[src/rtl/fifo_queue_pkg.sv]
// Shared defaults for the FIFO queue slice: data width, depth and a
// clog2-style helper used to derive the pointer width from the depth.
package fifo_queue_pkg;

    localparam int DEF_W     = 4;
    localparam int DEF_DEPTH = 8;

    // Smallest n with 2**n >= depth; depth is a power of two, so this is exact.
    function automatic int aw_of(input int depth);
        int n;
        n = 0;
        while ((1 << n) < depth) n++;
        return n;
    endfunction

endpackage

[src/rtl/edge_detect.sv]
// Turns a held button level into a one-cycle request pulse on each 0->1
// transition. Inputs are assumed already debounced/synchronised upstream.
module edge_detect (
    input  logic clk,
    input  logic rstn,
    input  logic level,
    output logic pulse
);

    logic prev;

    // Remember last cycle's level so a held button only counts once.
    always_ff @(posedge clk or negedge rstn) begin
        if (!rstn) prev <= 1'b0;
        else       prev <= level;
    end

    assign pulse = level & ~prev;

endmodule

[src/rtl/fifo_queue.sv]
// Circular FIFO of DEPTH words x W bits. `head` shows the current front
// entry, `out` holds the last dequeued word. full/empty decode the count.
// Optional feature: FIFO_QUEUE_EDGE_DETECT_EN treats enq/deq as button
// levels and issues one request per rising transition.
module fifo_queue
    import fifo_queue_pkg::*;
#(
    parameter  int W     = DEF_W,
    parameter  int DEPTH = DEF_DEPTH,
    localparam int AW    = aw_of(DEPTH)
) (
    input  logic          clk,
    input  logic          rstn,
    input  logic          enq,
    input  logic [W-1:0]  in,
    input  logic          deq,
    output logic [W-1:0]  out,
    output logic [W-1:0]  head,
    output logic          full,
    output logic          empty,
    output logic [AW:0]   count
);

    localparam logic [AW:0] CNT_FULL = (AW+1)'(DEPTH);

    logic          enq_s, deq_s;
    logic          enq_ok, deq_ok;
    logic [AW-1:0] wp, rp;
    logic [W-1:0]  mem [DEPTH];

`ifdef FIFO_QUEUE_EDGE_DETECT_EN
    edge_detect u_enq_ed (.clk(clk), .rstn(rstn), .level(enq), .pulse(enq_s));
    edge_detect u_deq_ed (.clk(clk), .rstn(rstn), .level(deq), .pulse(deq_s));
`else
    assign enq_s = enq;
    assign deq_s = deq;
`endif

    // A full queue still takes a write when a read frees the slot this edge;
    // an empty queue never reads, so there is no write-through bypass.
    assign deq_ok = deq_s & ~empty;
    assign enq_ok = enq_s & (~full | deq_ok);

    assign full  = (count == CNT_FULL);
    assign empty = (count == '0);
    assign head  = mem[rp];

    // Storage is not reset; stale words are never visible because head is
    // only meaningful while non-empty and out only loads on accepted reads.
    always_ff @(posedge clk) begin
        if (enq_ok) mem[wp] <= in;
    end

    // Pointers, occupancy and the output register.
    always_ff @(posedge clk or negedge rstn) begin
        if (!rstn) begin
            wp    <= '0;
            rp    <= '0;
            count <= '0;
            out   <= '0;
        end else begin
            if (enq_ok) wp <= wp + 1'b1;
            if (deq_ok) begin
                rp  <= rp + 1'b1;
                out <= mem[rp];
            end
            case ({enq_ok, deq_ok})
                2'b10:   count <= count + 1'b1;
                2'b01:   count <= count - 1'b1;
                default: count <= count;
            endcase
        end
    end

endmodule

[config.mk]
export PLATFORM = sky130hd
export DESIGN_NAME = fifo_queue
export DESIGN_NICKNAME = d
export VERILOG_FILES = /design/src/rtl/fifo_queue_pkg.sv /design/src/rtl/edge_detect.sv /design/src/rtl/fifo_queue.sv
export SDC_FILE = /design/constraint.sdc
export NUM_CORES = 1
export LEC_CHECK = 0
export BUFFER_PORTS_ARGS = -buffer_cell sky130_fd_sc_hd__buf_2
export CORE_MARGIN = 2
export CORE_UTILIZATION = 35
export CTS_CLUSTER_DIAMETER = 30
export CTS_CLUSTER_SIZE = 30
export DETAILED_ROUTE_END_ITERATION = 10
export HOLD_SLACK_MARGIN = 0.1
export SYNTH_ARGS = -nofsm -noshare
export SYNTH_HDL_FRONTEND = slang
export SYNTH_HIERARCHICAL = 1
export SYNTH_SLANG_ARGS = --single-unit
[constraint.sdc]
create_clock -name clk -period 3.4 [get_ports clk]
set_clock_uncertainty 0.05 [all_clocks]
set_input_delay 0.68 -clock clk [delete_from_list [all_inputs] [get_ports clk]]
set_output_delay 0.68 -clock clk [all_outputs]
set_load 0.02 [all_outputs]
==> impl_metrics.json, run 1 <==
{
  "yosys.area.top_type": "edfxtp_1",
  "arrival_ps": 2040,
  "synth_edf_count": 32,
  "cp-end-kind": "output port",
  "ys_top_cells_by_count": "edfxtp_1, dfrtp_1, nand2_1, mux2i_1, mux2_2",
  "via_per_inst": 4.815,
  "synth_fa_ha_area_frac": 0.03423,
  "start_util": 0.3672,
  "worstMarginPinSlew_ps": 1082,
  "wl_per_cell_um": 15.08,
  "ant_nets": 0,
  "clockRootBuffer": "clkbuf_8",
  "yosys_warnings": 6,
  "fmax_mhz": 360.6,
  "synth.distinct_cells": 37,
  "dp_hpwl_um": 2538,
  "crit_path_start_kind": "flip-flop",
  "drc": 0,
  "numCtsBuffers": 5,
  "hold_violations": 0,
  "port_buffers": 21,
  "power_density_mw_per_mm2": 875.7,
  "slew_violations": 0,
  "setup_viol": 0,
  "synth_top_area_frac": 0.4694,
  "cts.repair.resized": 0,
  "gp_congestion": 0.8065,
  "synth_area_sq_mm": 0.002047,
  "htreeDepth": 2,
  "cts.sinks": 46,
  "grt_max_degree": 15,
  "drive_gt1_frac": 0.2857,
  "syn2layout_area_growth_pct": 13.02,
  "core_sq_mm": 0.005574,
  "status": "finished, final reports clean",
  "clk_pin_slew_worst_paths_ps": 90,
  "worstPathRequired_ps": 2670,
  "p_leak_nw": 0.8936,
  "first_pass_iters": 6,
  "pre_cts_ws_ps": 888.9,
  "dr_total_vias": 1122,
  "worstHoldPathType": "in -> async",
  "max_cap_viol_count": 0,
  "whs_ps": 214.6,
  "synth_seq_cells": 46,
  "die_area_sq_mm": 0.006476,
  "min_period_ps": 2773,
  "synth_area_leaders": "edfxtp_1, dfrtp_1, mux2i_1",
  "fin_crit_sh": 0.8157,
  "rows": 27,
  "first_global_vias": 1100,
  "synth_xor_area_frac": 0.03423,
  "synth_top_family_by_area": "multiplexers",
  "cts_tree": "built",
  "grt_pass1_wl_um": 5685,
  "cts_hold_buffers": 0,
  "async_reset_ff_frac": 0.3043,
  "synth_cells": 134,
  "fin_util": 0.4150,
  "ir_drop_v": 0.0003338,
  "die_w_um": 80.48,
  "clock_path_buffers": 2,
  "synthSimpleGateAreaFrac": 0.07457,
  "synth_compound_area_frac": 0.07396,
  "clock_latency_ps": 300,
  "fin_setup_tns_ps": 0,
  "grt_antenna_before_repair": 0,
  "finalPower_mw": 2.026,
  "setup_slack_ps": 626.6,
  "antenna_cells": 0,
  "die_h_um": 80.48,
  "grt_util_all_layers": 0.1206,
  "io-pin-count": 22,
  "nNetsFinal": 173,
  "muxShareOfSynthArea": 0.1222,
  "cp_max_fo": 14,
  "grt-ovfl-total": 0,
  "synth-main-ff-cell": "edfxtp_1",
  "rsz0062_at_grt": "false",
  "wirelength_um": 3514,
  "critPathKind": "reg -> out",
  "initialDrtViolationCount": 45,
  "syn_avg_cell_area_sq_um": 15.28,
  "synth.most_common_cell": "edfxtp_1",
  "relSlewSlack": 0.2686,
  "ys_seq_area_frac": 0.6406,
  "syn-num-nets": 147,
  "postCtsSetupBuffers": 0
}
==> metrics by stage <==
stage	instance area, sq um	cells
6_report	2313	233
5_1_grt	2313	233
4_1_cts	2313	233
3_5_place_dp	2227	225
3_3_place_gp	2227	225
2_1_floorplan	2047	134
==> metal layers <==
layer  track usage  up-vias  wire length (um)
met2        0.1683       27              1504
met4       0.03559        0                27
met1        0.1726      538              1847
met3       0.04719        4               135
met5             0        -                 0
li1              -      553                 -
==> state kept, by name (all words and copies together) (netlist names) <==
name   count
mem       32
count      4
out        4
rp         3
wp         3
==> cell usage in the layout, fill, tap and decap left out, drive strengths merged, types with 3 or more instances in the layout <==
cell,count
nor2,5
o22ai,4
a221oi,4
inv,5
xnor2,6
nor3,3
clkbuf,6
dfrtp,14
ha,4
buf,22
nand2,12
mux2,13
edfxtp,32
mux2i,10
==> worst max-delay path, cell delays in order, from the launching register on <==
cell and delay [ps]:
dfrtp_1 750, buf_4 270, mux2i_1 80, a221oi_1 400
buf_2 240
==> power breakdown <==
part           total (mW)  switching (mW)  leakage [nW]  internal [mW]
registers           0.912           0.166         0.454          0.746
clock network       0.326           0.181        0.0452          0.145
logic               0.788           0.432         0.395          0.356
total                2.03           0.779         0.894           1.25
==> worst paths after layout <==
path                                       from                    to  slack (ps)  depth (start not counted)
max                           rp[0]$_DFFE_PN0N_               head[0]         630                          4
min                                        rstn     wp[0]$_DFFE_PN0P_         210                          1
max reg2reg                count[1]$_DFFE_PN0P_  count[3]$_DFFE_PN0P_         920                          8
min reg2reg                  out[2]$_DFFE_PN0N_    out[2]$_DFFE_PN0N_         440                          1
max in group asynchronous                  rstn    out[2]$_DFFE_PN0N_        2830                          1
min in group clk             out[2]$_DFFE_PN0N_    out[2]$_DFFE_PN0N_         440                          1
==> final cells by class <==
class	instances	area, sq um
Sequential cell	46	1311
Fill cell	514	3261
Timing Repair Buffer	22	112.6
Clock buffer	6	72.57
Clock inverter	2	13.76
Multi-Input combinational cell	80	694.4
Tap cell	72	90.09
Inverter	5	18.77
==> kinds of logic (layout without fill, tap and decap cells) <==
group	Yosys count	in the layout
AND/OR/NAND/NOR	29	29
XOR/XNOR	8	8
AO/OA/AOI/OAI	15	15
multiplexers	23	23
buffers and inverters	8	35
flip-flops	46	46
adder cells (fa/ha/maj)	5	5
(Power assumes the default switching activity.)
==> inputs of run 2 (changes only) <==
Clock period 3.4 ns to 2.85 ns, I/O delays scaled along.
==> impl_metrics.json, run 2 (same netlist as run 1, synthesis figures left out) <==
{
  "worstMarginPinSlew_ps": 687.5,
  "start_util": 0.3672,
  "worstHoldPathType": "in -> async",
  "n_fill_cell": 546,
  "ir_drop_v": 0.0003757,
  "grt_max_degree": 18,
  "postCtsSetupBuffers": 0,
  "core_sq_mm": 0.005574,
  "pre_cts_ws_ps": 340.3,
  "largestRegisters": "mem (32), count (4), out (4)",
  "cp_max_fo": 6,
  "nNetsFinal": 175,
  "ant_nets": 0,
  "relSlewSlack": 0.5382,
  "clk_pin_slew_worst_paths_ps": 80,
  "fin_crit_sh": 0.8907,
  "cp-end-kind": "flip-flop",
  "power_density_mw_per_mm2": 1069,
  "drive_gt1_frac": 0.3006,
  "fmax_mhz": 393.9,
  "fin_setup_tns_ps": 0,
  "numCtsBuffers": 5,
  "cts.repair.resized": 0,
  "status": "finished, final reports clean",
  "arrival_ps": 2710,
  "grt_pass1_wl_um": 5733,
  "drc": 0,
  "worstPathRequired_ps": 3020,
  "via_per_inst": 4.826,
  "die_area_sq_mm": 0.006476,
  "cts.sinks": 46,
  "antenna_cells": 0,
  "fin_util": 0.4218,
  "wirelength_um": 3456,
  "clockRootBuffer": "clkbuf_8",
  "dp_cells": 227,
  "gp_congestion": 0.8023,
  "cts_hold_buffers": 0,
  "setup_viol": 0,
  "io-pin-count": 22,
  "dp_hpwl_um": 2631,
  "setup_slack_ps": 311.6,
  "grt_util_all_layers": 0.1222,
  "rsz0062_at_grt": "false",
  "critPathKind": "reg -> reg",
  "die_h_um": 80.48,
  "mostFrequentLayoutCell": "edfxtp_1",
  "dr_total_vias": 1134,
  "fin_cells": 235,
  "first_pass_iters": 4,
  "largest_reg_flops": 32,
  "grt_antenna_before_repair": 0,
  "hold_violations": 0,
  "grt-ovfl-total": 0,
  "clock_path_buffers": 2,
  "finalPower_mw": 2.512,
  "p_leak_nw": 0.9171,
  "regMostFlops": "mem",
  "min_period_ps": 2538,
  "rows": 27,
  "layout_common_cells": "edfxtp_1, buf_2, dfrtp_1",
  "crit_path_start_kind": "flip-flop",
  "htreeDepth": 2,
  "die_w_um": 80.48,
  "first_global_vias": 1155,
  "clock_latency_ps": 290,
  "initialDrtViolationCount": 47,
  "max_cap_viol_count": 0,
  "wl_per_cell_um": 14.71,
  "cts_tree": "built",
  "syn2layout_area_growth_pct": 14.85,
  "port_buffers": 21,
  "slew_violations": 0
}
run 2: cell count changes in the layout (fill, tap and decap cells not counted), sizes merged:
cell / change
buf: +2
clkbuf: -1
bufinv: +1
run 2: worst paths after layout:
| path | startpoint | endpoint | slack, ps | cells past startpoint |
|---|---|---|---|---|
| hold reg to reg | out[2]$_DFFE_PN0N_ | out[2]$_DFFE_PN0N_ | 440 | 1 |
| max in group asynchronous | rstn | out[2]$_DFFE_PN0N_ | 2390 | 1 |
| setup reg to reg | count[1]$_DFFE_PN0P_ | count[3]$_DFFE_PN0P_ | 310 | 8 |
| min in group clk | out[2]$_DFFE_PN0N_ | out[2]$_DFFE_PN0N_ | 440 | 1 |
| hold / removal | rstn | rp[1]$_DFFE_PN0N_ | 120 | 1 |
| setup / recovery | count[1]$_DFFE_PN0P_ | count[3]$_DFFE_PN0P_ | 310 | 8 |
run 2: per-stage QoR:
step	hold slack, ps	cell area, sq um
2_1_floorplan	224.4	2047
3_3_place_gp	415.1	2242
3_5_place_dp	426.7	2242
4_1_cts	112.8	2351
5_1_grt	112.4	2351
6_report	115.6	2351
run 2: worst max-delay path: stages, from the launching register on:
cell     delay, ps
dfrtp_1        460
o41ai_2        620
or2_2          250
inv_1           60
ha_1           290
a21o_1         190
a21oi_1        170
mux2i_1        230
xor2_1         150
run 2: per-layer routing:
layer / GRT usage / up-vias / routed length, um / share of wire
met5: 0 / - / 0 / 0
met3: 0.04382 / 2 / 136 / 0.039
met4: 0.03559 / 0 / 15 / 0.0043
li1: - / 559 / - / -
met1: 0.1561 / 554 / 1586 / 0.46
met2: 0.1950 / 19 / 1717 / 0.50
run 2: area by class of cell:
type                       instances  area (sq um)  share of cell area
multi-input combinational         80         694.4              0.2954
clock inverter                     3         40.04             0.01703
sequential                        46          1311              0.5577
inverter                           5         18.77            0.007983
clock buffer                       5         68.82             0.02927
timing repair buffer              24         127.6             0.05428
tap                               72         90.09             0.03832
run 2: report_power, final:
part	total, mW	internal (mW)	leakage, nW	switching [mW]
clock	0.460	0.258	0.0579	0.202
combinational	1.00	0.437	0.406	0.566
sequential	1.05	0.890	0.454	0.159
